[config.mk]
export PLATFORM = sky130hd
export DESIGN_NAME = crcn_beat_fold
export DESIGN_NICKNAME = d
export VERILOG_FILES = /design/src/rtl/crcn_pkg.sv /design/src/rtl/crcn_beat_fold.sv
export SDC_FILE = /design/constraint.sdc
export NUM_CORES = 1
export LEC_CHECK = 0
export ABC_AREA = 1
export ABC_CLOCK_PERIOD_IN_PS = 1550
export CORE_UTILIZATION = 32
export DETAILED_ROUTE_END_ITERATION = 12
export PLACE_DENSITY = 0.68
export SYNTH_ARGS = -nofsm -noshare
export SYNTH_HDL_FRONTEND = slang
export SYNTH_SLANG_ARGS = --single-unit
[constraint.sdc]
create_clock -name vclk -period 1.55
set_clock_uncertainty 0.05 [all_clocks]
set_input_delay 0.3875 -clock vclk [all_inputs]
set_output_delay 0.3875 -clock vclk [all_outputs]
set_load 0.01 [all_outputs]
[src/rtl/crcn_pkg.sv]
// crcn_pkg: shared types and CRC helpers for the crcn checker.
// MSB-first, non-reflected remainder arithmetic up to 32 bits.
package crcn_pkg;

  typedef enum logic [1:0] {
    IDLE,
    BUSY,
    DONE
  } crcn_state_e;

  localparam int unsigned CRC_MAX_W = 32;

  function automatic bit crc_width_legal(
    input int unsigned w
  );
    return (w == 8) || (w == 16) || (w == 32);
  endfunction

  // Bitwise form of the table step; unrolls to a pure XOR tree.
  function automatic logic [31:0] crc_byte_step(
    input logic [31:0] crc,
    input logic [7:0]  data_byte,
    input logic [31:0] poly,
    input int unsigned width
  );
    logic [31:0] c;
    logic [31:0] top;
    logic [31:0] mask;
    mask = (width == 32) ? 32'hFFFF_FFFF
                         : ((32'd1 << width) - 32'd1);
    top  = 32'd1 << (width - 1);
    c    = crc ^ ({24'd0, data_byte} << (width - 8));
    for (int b = 0; b < 8; b++) begin
      if ((c & top) != 32'd0) begin
        c = (c << 1) ^ poly;
      end else begin
        c = c << 1;
      end
    end
    return c & mask;
  endfunction

endpackage

[src/rtl/crcn_beat_fold.sv]
// crcn_beat_fold: folds one beat of bytes into the remainder.
// Purely combinational; byte 0 first, masked bytes pass through.
module crcn_beat_fold
  import crcn_pkg::*;
#(
  parameter int CRC_WIDTH = 8,
  parameter logic [CRC_WIDTH-1:0] POLY = CRC_WIDTH'(8'h07),
  parameter int DATA_BYTES = 1
) (
  input  logic [CRC_WIDTH-1:0]    seed,
  input  logic [8*DATA_BYTES-1:0] data,
  input  logic [DATA_BYTES-1:0]   keep,
  input  logic                    last,
  output logic [CRC_WIDTH-1:0]    crc_next,
  output logic                    keep_err
);

  logic [CRC_WIDTH-1:0] c;
  logic                 keep_ok;

  always_comb begin
    c = seed;
    for (int k = 0; k < DATA_BYTES; k++) begin
      if (keep[k]) begin
        c = CRC_WIDTH'(crc_byte_step(
          32'(c), data[8*k +: 8],
          32'(POLY), CRC_WIDTH));
      end
    end
    crc_next = c;
  end

  // Contiguous from bit 0: keep+1 clears every set bit.
  assign keep_ok =
    (keep != '0) &&
    ((keep & (keep + DATA_BYTES'(1))) == '0);

  assign keep_err = !keep_ok || (!last && !(&keep));

endmodule

==> results.tsv, run 1 <==
stage	metric	value	unit
run_status	outcome	finished, violations left	
run_status	failed_checks	setup timing	
floorplanning	initial_core_util	36.7	%
synth	yosysUniqueCellTypes	14	
clocking	holdBufCountCts	0	
pwr	pwr_density_cell	438	nW/um^2
floorplanning	dieHeight	41.8	um
hold_path	min_from	seed[5]	
floorplanning	core-area	1380	sq um
pwr	ir_drop	223	uV
layout	layout.nets	167	
worst_setup_path	crit_path_start_kind	input port	
placed_design	placement.io_buffers	26	
layout	stdcell_area	1050	sq um
synth	syn_nets	118	
detailed_routing	vias	819	
pwr	clockPowerShare	0	%
detailed_routing	firstDrtPassIters	4	
floorplanning	rows	13	
worst_setup_path	crit_top_cell	buf_6	
timing	hold_ws	1.03	ns
floorplanning	io_pins	27	
layout	layout.cells.non_filler	162	
pwr	p_sw_share	50.1	%
pwr	power_frac_comb	100.0	%
placed_design	dp_hpwl	1120	um
layout	nFillCells	108	
synth	synth.cell_area	507	sq um
timing	period_share	119	%
placed_design	gp_congestion	0.768	
synth	synth_top_cell_by_area	nand2_1	
detailed_routing	routed_via_density	5.06	
detailed_routing	drt-total-wl	2170	um
layout	drive_above_1_share	67.3	%
detailed_routing	drt-initial-drc-count	18	
timing	setup_viol	8	
timing	timing.fmax	0.543	GHz
pwr	seq_power_share	0	%
worst_setup_path	worstPathRequired	1.11	ns
layout	final_cell_mix	nand2_1, nand2_2, buf_4, buf_2, buf_6	
hold_path	whs_endpoint	crc_next[5]	
synth	synth_area_leaders	nand2_1, xnor2_2, inv_1	
pwr	p_leak	0.585	nW
worst_setup_path	crit_path_end_kind	primary output	
timing	worstMarginPinSlew	0.255	ns
global_routing	grt-ovfl-total	0	
layout	layout_commonest_cell	nand2_1	
layout	clock_buffers	0	
hold_path	min_path_cells	4	
synth	synth.avg_cell_area	5.07	sq um
floorplanning	die_area	1750	sq um
worst_setup_path	cp.arrival	1.40	ns
worst_setup_path	critical_path_class	in2out	
timing	slew_viol_final	0	
timing	fin_ws	-0.291	ns
timing	finalCriticalPeriod	1.84	ns
job	drv_cap	0	
layout	seq_cells	0	
global_routing	grt_pass1_wl	2830	um
pwr	power_switching	0.231	mW
synth	ys_seq_area_share	0	%
global_routing	grt_max_degree	8	
layout	antenna_cells	0	
global_routing	grt_pass1_vias	737	
timing	finalHoldViolations	0	
detailed_routing	drt-wirelength-per-cell	13.4	um
floorplanning	fp.dieW	41.8	um
pwr	total_power	0.460	mW
global_routing	track_usage	19.7	%
timing	relSlewSlack	83.0	%
layout	utilization	76.1	%
placed_design	dpl_cell_area	835	sq um
synth	synthCells	100	
synth	yosysWarnings	0	
detailed_routing	ant_nets	0	
pwr	power.internal	0.230	mW
worst_setup_path	path_cells	buf_6, xnor2_2, buf_4, xnor2_4, buf_6, nor2_2, o21ai_2, buf_2	
worst_setup_path	path_max_fanout	3	
placed_design	place_inst	148	
hold_path	hp-class	in2out	
detailed_routing	drc	0	
layout	area_delta_synth_final	108	%
global_routing	antenna_found_initial	0	
layout	multi_input_area	587	sq um
worst_setup_path	cp_slowest_cell	xnor2_4	
synth	synth_top_area_share	42.2	%
worst_setup_path	slowest_delay	0.21	ns
timing	rsz0062_at_grt	true	
layout	regArea	0	sq um
==> cell usage after synthesis (all sizes together) <==
cell     n
nand2   62
inv     11
nand3    8
xnor2    7
o21ai    5
xor2     3
nor2     2
buf      1
clkinv   1
==> how the worst max path moves through the flow <==
stage                  from  cells after the start          end  slack [ns]
detailed placement  seed[7]                     12  crc_next[1]       -1.01
floorplan           data[4]                      5  crc_next[6]        0.08
global placement    seed[7]                     12  crc_next[2]       -0.98
CTS                 seed[2]                      9  crc_next[3]       -0.25
global route        data[3]                      8  crc_next[3]       -0.32
finish              seed[3]                      8  crc_next[3]       -0.29
==> metrics by stage <==
| stage | setup WS (ns) | TNS, ns |
|---|---|---|
| floorplan | 0.0779 | 0 |
| global placement | -0.982 | -8.13 |
| detailed placement | -1.01 | -8.30 |
| CTS | -0.254 | -1.14 |
| global route | -0.315 | -1.91 |
| finish | -0.291 | -1.47 |
==> cell families (layout without fill, tap and decap cells) <==
group	after synthesis	after routing	share of synthesized area, %
compound gates	5	5	6.42
xor+xnor	10	10	24.7
buf+inv	13	60	11.1
simple gates	72	72	57.8
==> area by class of cell <==
cell class / instances / share of cell area (%)
inverter: 12 / 4.88
multi-input combinational: 87 / 55.8
tap: 15 / 1.78
timing repair buffer: 48 / 37.6
==> metal layers <==
layer,part of all wire [%],wire length (um),GRT usage (%)
met5,0,0,0
met4,4.6,99,5.16
met3,2.5,54,0
met2,55,1190,42.5
met1,38,827,19.9
==> what timing repair did <==
action	in CTS	in global routing
resized for setup	144	29
pin swaps	31	24
endpoints found under the setup margin	9	9
buffers inserted	10	4
==> critical path: cells and delay by family <==
kind                   cells  cell delay [ns]
AO/OA/AOI/OAI              1             0.11
XOR/XNOR                   2             0.34
buffers and inverters      4             0.53
AND/OR/NAND/NOR            1             0.03
==> power groups by stage <==
stage / logic, mW / clock network (mW) / registers, mW
after floorplan: 0.185 / 0 / 0
after CTS: 0.387 / 0 / 0
final: 0.460 / 0 / 0
after global placement: 0.334 / 0 / 0
after detailed placement: 0.338 / 0 / 0
after global routing: 0.492 / 0 / 0
No activity file was read; power rests on OpenSTA's default activity.
==> run 2, diff against run 1 <==
==> constraint.sdc (replaced) <==
create_clock -name vclk -period 1.55
set_clock_uncertainty 0.05 [all_clocks]
set_input_delay 0.3875 -clock vclk [all_inputs]
set_output_delay 0.3875 -clock vclk [all_outputs]
set_load 0.02 [all_outputs]
==> results.tsv, run 2 (synthesized netlist as in run 1, its figures left out) <==
stage	metric	value	unit	change
run_status	outcome	finished, violations left		unchanged
run_status	failed_checks	setup timing		unchanged
layout	seq_cells	0		unchanged
timing	finalHoldViolations	0		unchanged
timing	hold_ws	1.06	ns	was 1.03 ns
placed_design	dp_hpwl	1070	um	was 1120 um
layout	layout.nets	164		was 167
global_routing	grt-ovfl-total	0		unchanged
global_routing	track_usage	19.9	%	was 19.7%
timing	fin_ws	-0.256	ns	was -0.291 ns
global_routing	grt_max_degree	8		unchanged
worst_setup_path	cp.arrival	1.37	ns	was 1.40 ns
timing	slew_viol_final	0		unchanged
global_routing	antenna_found_initial	0		unchanged
detailed_routing	drt-total-wl	3060	um	was 2170 um
global_routing	use_met2	41.3	%	was 42.5%
detailed_routing	routed_via_density	5.65		was 5.06
floorplanning	initial_core_util	36.7	%	unchanged
placed_design	placement.io_buffers	26		unchanged
layout	layout_commonest_cell	nand2_1		unchanged
detailed_routing	vias	898		was 819
timing	rsz0062_at_grt	true		unchanged
floorplanning	rows	13		unchanged
job	drv_cap	0		unchanged
layout	utilization	93.2	%	was 76.1%
timing	worstMarginPinSlew	0.250	ns	was 0.255 ns
global_routing	grt_util_met1	23.7	%	was 19.9%
layout	final_cell_mix	nand2_1, nand2_2, buf_4, buf_6, nand2_4		was nand2_1, nand2_2, buf_4, buf_2, buf_6
worst_setup_path	worstPathRequired	1.11	ns	about the same
layout	stdcell_area	1290	sq um	was 1050 sq um
detailed_routing	drt-wirelength-per-cell	19.3	um	was 13.4 um
floorplanning	dieHeight	41.8	um	unchanged
layout	layout.cells.non_filler	159		was 162
layout	clock_buffers	0		unchanged
layout	drive_above_1_share	75.7	%	was 67.3%
timing	finalCriticalPeriod	1.81	ns	was 1.84 ns
floorplanning	io_pins	27		unchanged
timing	relSlewSlack	83.3	%	was 83.0%
global_routing	grt_pass1_vias	686		was 737
worst_setup_path	worstSetupStartpoint	data[7]		was seed[3]
global_routing	grt_pass1_wl	2840	um	was 2830 um
worst_setup_path	crit_path_start_kind	input port		unchanged
detailed_routing	firstDrtPassIters	4		unchanged
detailed_routing	drc	0		unchanged
layout	antenna_cells	0		unchanged
timing	timing.fmax	0.554	GHz	was 0.543 GHz
pwr	pwr_density_cell	472	nW/um^2	was 438 nW/um^2
placed_design	gp_congestion	0.771		was 0.768
placed_design	dpl_cell_area	843	sq um	was 835 sq um
floorplanning	die_area	1750	sq um	unchanged
timing	period_share	117	%	was 119%
layout	area_delta_synth_final	154	%	was 108%
floorplanning	fp.dieW	41.8	um	unchanged
pwr	p_leak	0.665	nW	was 0.585 nW
pwr	total_power	0.608	mW	was 0.460 mW
hold_path	hp-class	in2out		unchanged
detailed_routing	drt-initial-drc-count	17		was 18
timing	setup_viol	8		unchanged
pwr	ir_drop	330	uV	was 223 uV
worst_setup_path	crit_path_end_kind	primary output		unchanged
layout	regArea	0	sq um	unchanged
worst_setup_path	path_max_fanout	4		was 3
worst_setup_path	critical_path_class	in2out		unchanged
placed_design	place_inst	147		was 148
global_routing	use_met3	0	%	unchanged
global_routing	grt_busiest_layer	met2		unchanged
hold_path	min_from	seed[1]		was seed[5]
detailed_routing	ant_nets	0		unchanged
floorplanning	core-area	1380	sq um	unchanged
run 2: changes by cell type in the layout (fill, tap and decap cells not counted), moves of 2 or more:
cell,before,now
inv_2,6,2
buf_6,9,16
nand2_2,26,22
nand2_4,3,15
buf_8,4,6
buf_12,0,2
nand2_1,33,25
buf_2,11,1
buf_4,22,18
clkinv_8,0,2
run 2: routing by layer:
layer,part of all wire [%],vias up,wire length [um]
met5,0,-,0
met4,7.8,0,240
met3,4.3,24,131
met2,53,60,1630
met1,35,420,1060
li1,-,394,-
run 2: report_power, final:
group          switching, mW  total [mW]  internal (mW)  leakage, nW
clock                      0           0              0            0
sequential                 0           0              0            0
combinational          0.318       0.608          0.289        0.665
run 2: path summary, 6_finish.rpt:
path / endpoint / cells past startpoint
worst max-delay path: crc_next[1] / 12
worst min-delay path: crc_next[1] / 4
run 2: worst max-delay path, cell delays in order:
cell,delay (ns)
buf_12,0.10
clkinv_8,0.05
nand2_4,0.07
nand2_4,0.07
nand2_4,0.09
nand2_4,0.07
nand2_2,0.11
nand2_4,0.08
nand2_2,0.07
nand3_2,0.08
nand2_2,0.06
buf_6,0.11
run 2: what timing repair did:
item / in CTS / in global routing
endpoints found under the setup margin: 9 / 9
pin swaps: 40 / 31
setup buffers: 11 / 2
hold buffers: 0 / 0
gates resized for setup: 171 / 69
run 2: metrics by stage:
step	setup WS [ns]	setup TNS, ns
floorplan	-0.00435	-0.00853
global placement	-1.08	-8.72
detailed placement	-1.10	-8.92
CTS	-0.196	-1.18
global route	-0.304	-2.03
finish	-0.256	-1.79
run 2: area by class of cell:
| type | instances | area (sq um) |
|---|---|---|
| well taps | 15 | 18.8 |
| multi-input cells | 87 | 716 |
| fillers | 47 | 93.8 |
| repair buffers | 45 | 467 |
| inverters | 12 | 87.6 |
==> run 3, diff against run 2 <==
--- a/config.mk
+++ b/config.mk
@@ -7,9 +7,9 @@
 export LEC_CHECK = 0
 export ABC_AREA = 1
 export ABC_CLOCK_PERIOD_IN_PS = 1550
-export CORE_UTILIZATION = 32
+export CORE_UTILIZATION = 30
 export DETAILED_ROUTE_END_ITERATION = 12
-export PLACE_DENSITY = 0.68
+export DONT_BUFFER_PORTS = 1
 export SYNTH_ARGS = -nofsm -noshare
 export SYNTH_HDL_FRONTEND = slang
 export SYNTH_SLANG_ARGS = --single-unit
==> results.tsv, run 3 (synthesized netlist as in run 1, its figures left out) <==
stage	metric	value	unit	change
run_status	outcome	finished, violations left		unchanged
run_status	failed_checks	setup timing		unchanged
worst_setup_path	path_max_fanout	3		was 4
detailed_routing	routed_via_density	5.09		was 5.65
timing	fin_ws	-0.00193	ns	was -0.256 ns
global_routing	grt_max_degree	11		was 8
timing	finalHoldViolations	0		unchanged
placed_design	placement.io_buffers	0		was 26
layout	area_delta_synth_final	73.8	%	was 154%
floorplanning	fp.dieW	43.1	um	was 41.8 um
layout	layout.nets	126		was 164
floorplanning	die_area	1860	sq um	was 1750 sq um
floorplanning	rows	14		was 13
placed_design	dp_hpwl	1020	um	was 1070 um
global_routing	antenna_found_initial	0		unchanged
detailed_routing	vias	621		was 898
timing	finalCriticalPeriod	1.55	ns	was 1.81 ns
global_routing	grt_pass1_wl	2260	um	was 2840 um
worst_setup_path	crit_path_start_kind	input port		unchanged
timing	rsz0062_at_grt	true		unchanged
floorplanning	dieHeight	43.1	um	was 41.8 um
detailed_routing	drt-total-wl	1450	um	was 3060 um
layout	regArea	0	sq um	unchanged
worst_setup_path	crit_path_end_kind	primary output		unchanged
pwr	ir_drop	149	uV	was 330 uV
detailed_routing	ant_nets	0		unchanged
worst_setup_path	path_cells	xnor2_4, xnor2_2, nand2_1, nand3_1, o21ai_1, buf_4		was buf_12, clkinv_8, nand2_4, nand2_4, nand2_4, nand2_4, nand2_2, nand2_4, nand2_2, nand3_2, nand2_2, buf_6
timing	slew_viol_final	0		unchanged
layout	seq_cells	0		unchanged
floorplanning	core-area	1540	sq um	was 1380 sq um
layout	drive_above_1_share	62.3	%	was 75.7%
global_routing	grt_pass1_vias	615		was 686
timing	worstMarginPinSlew	0.260	ns	was 0.250 ns
placed_design	gp_congestion	0.688		was 0.771
detailed_routing	drt-wirelength-per-cell	11.9	um	was 19.3 um
global_routing	track_usage	14.9	%	was 19.9%
job	drv_cap	0		unchanged
worst_setup_path	cp_slowest_cell	xnor2_4		was nand2_2
timing	setup_viol	1		was 8
worst_setup_path	slowest_delay	0.22	ns	was 0.11 ns
pwr	pwr_density_cell	422	nW/um^2	was 472 nW/um^2
floorplanning	io_pins	27		unchanged
layout	utilization	57.1	%	was 93.2%
pwr	total_power	0.372	mW	was 0.608 mW
detailed_routing	drt-initial-drc-count	6		was 17
detailed_routing	firstDrtPassIters	4		unchanged
timing	relSlewSlack	82.6	%	was 83.3%
layout	antenna_cells	0		unchanged
timing	timing.fmax	0.644	GHz	was 0.554 GHz
hold_path	hp-class	in2out		unchanged
worst_setup_path	worstPathRequired	1.11	ns	about the same
worst_setup_path	cp.arrival	1.11	ns	was 1.37 ns
worst_setup_path	critical_path_class	in2out		unchanged
detailed_routing	drc	0		unchanged
timing	period_share	100	%	was 117%
clocking	cts_setup_buffers	0		was 11
layout	layout_commonest_cell	nand2_1		unchanged
layout	final_cell_mix	nand2_1, nand2_2, nand2_4, buf_4		was nand2_1, nand2_2, buf_4, buf_6, nand2_4
global_routing	grt-ovfl-total	0		unchanged
floorplanning	initial_core_util	32.9	%	was 36.7%
layout	clock_buffers	0		unchanged
pwr	p_leak	0.443	nW	was 0.665 nW
run 3: cell count changes in the layout (fill, tap and decap cells not counted), moves of 3 or more:
cell     delta
buf_6      -15
buf_4      -12
buf_8       -6
inv_12      +4
nand2_1     +3
run 3: layer usage:
| layer | up-vias | routed length, um | global-route usage (%) |
|---|---|---|---|
| met2 | 11 | 841 | 33.7 |
| met5 | - | 0 | 0 |
| met4 | 0 | 19 | 1.21 |
| met3 | 3 | 40 | 0.851 |
| met1 | 289 | 547 | 14.0 |
| li1 | 318 | - | - |
run 3: timing repair:
item,CTS,global route
hold buffers,0,0
pin swaps,15,25
endpoints found under the setup margin,6,7
resized for setup,46,35
run 3: where the power goes:
group          total (mW)  internal [mW]  switching (mW)
registers               0              0               0
clock network           0              0               0
logic               0.372          0.163           0.209
run 3: cell type report:
type                       instances  area [sq um]
fill                             135           661
tap                               16          20.0
multi-input combinational         87           706
inverter                          12          98.8
timing repair buffer               7          56.3
run 3: metrics by stage:
stage / hold WS, ns / instance area, sq um / instances / TNS [ns] / worst slack (ns)
after global placement: 0.877 / 584 / 122 / -0.136 / -0.0408
after floorplan: 0.873 / 523 / 100 / -0.00853 / -0.00435
after detailed placement: 0.879 / 584 / 122 / -0.238 / -0.0708
final: 0.867 / 881 / 122 / -0.00193 / -0.00193
after CTS: 0.882 / 746 / 122 / -0.00292 / -0.00292
after global routing: 0.869 / 881 / 122 / -0.158 / -0.0493
run 3: worst max-delay path, delay by kind of cell:
kind            cells  cell delay [ns]
compound gates      1             0.06
xor+xnor            2             0.37
buf+inv             1             0.15
simple gates        2             0.15
run 3: worst paths after layout:
check	cells past startpoint	slack, ns	from	endpoint
setup / recovery	6	-0.002	seed[4]	crc_next[6]
hold / removal	2	0.87	keep	crc_next[2]
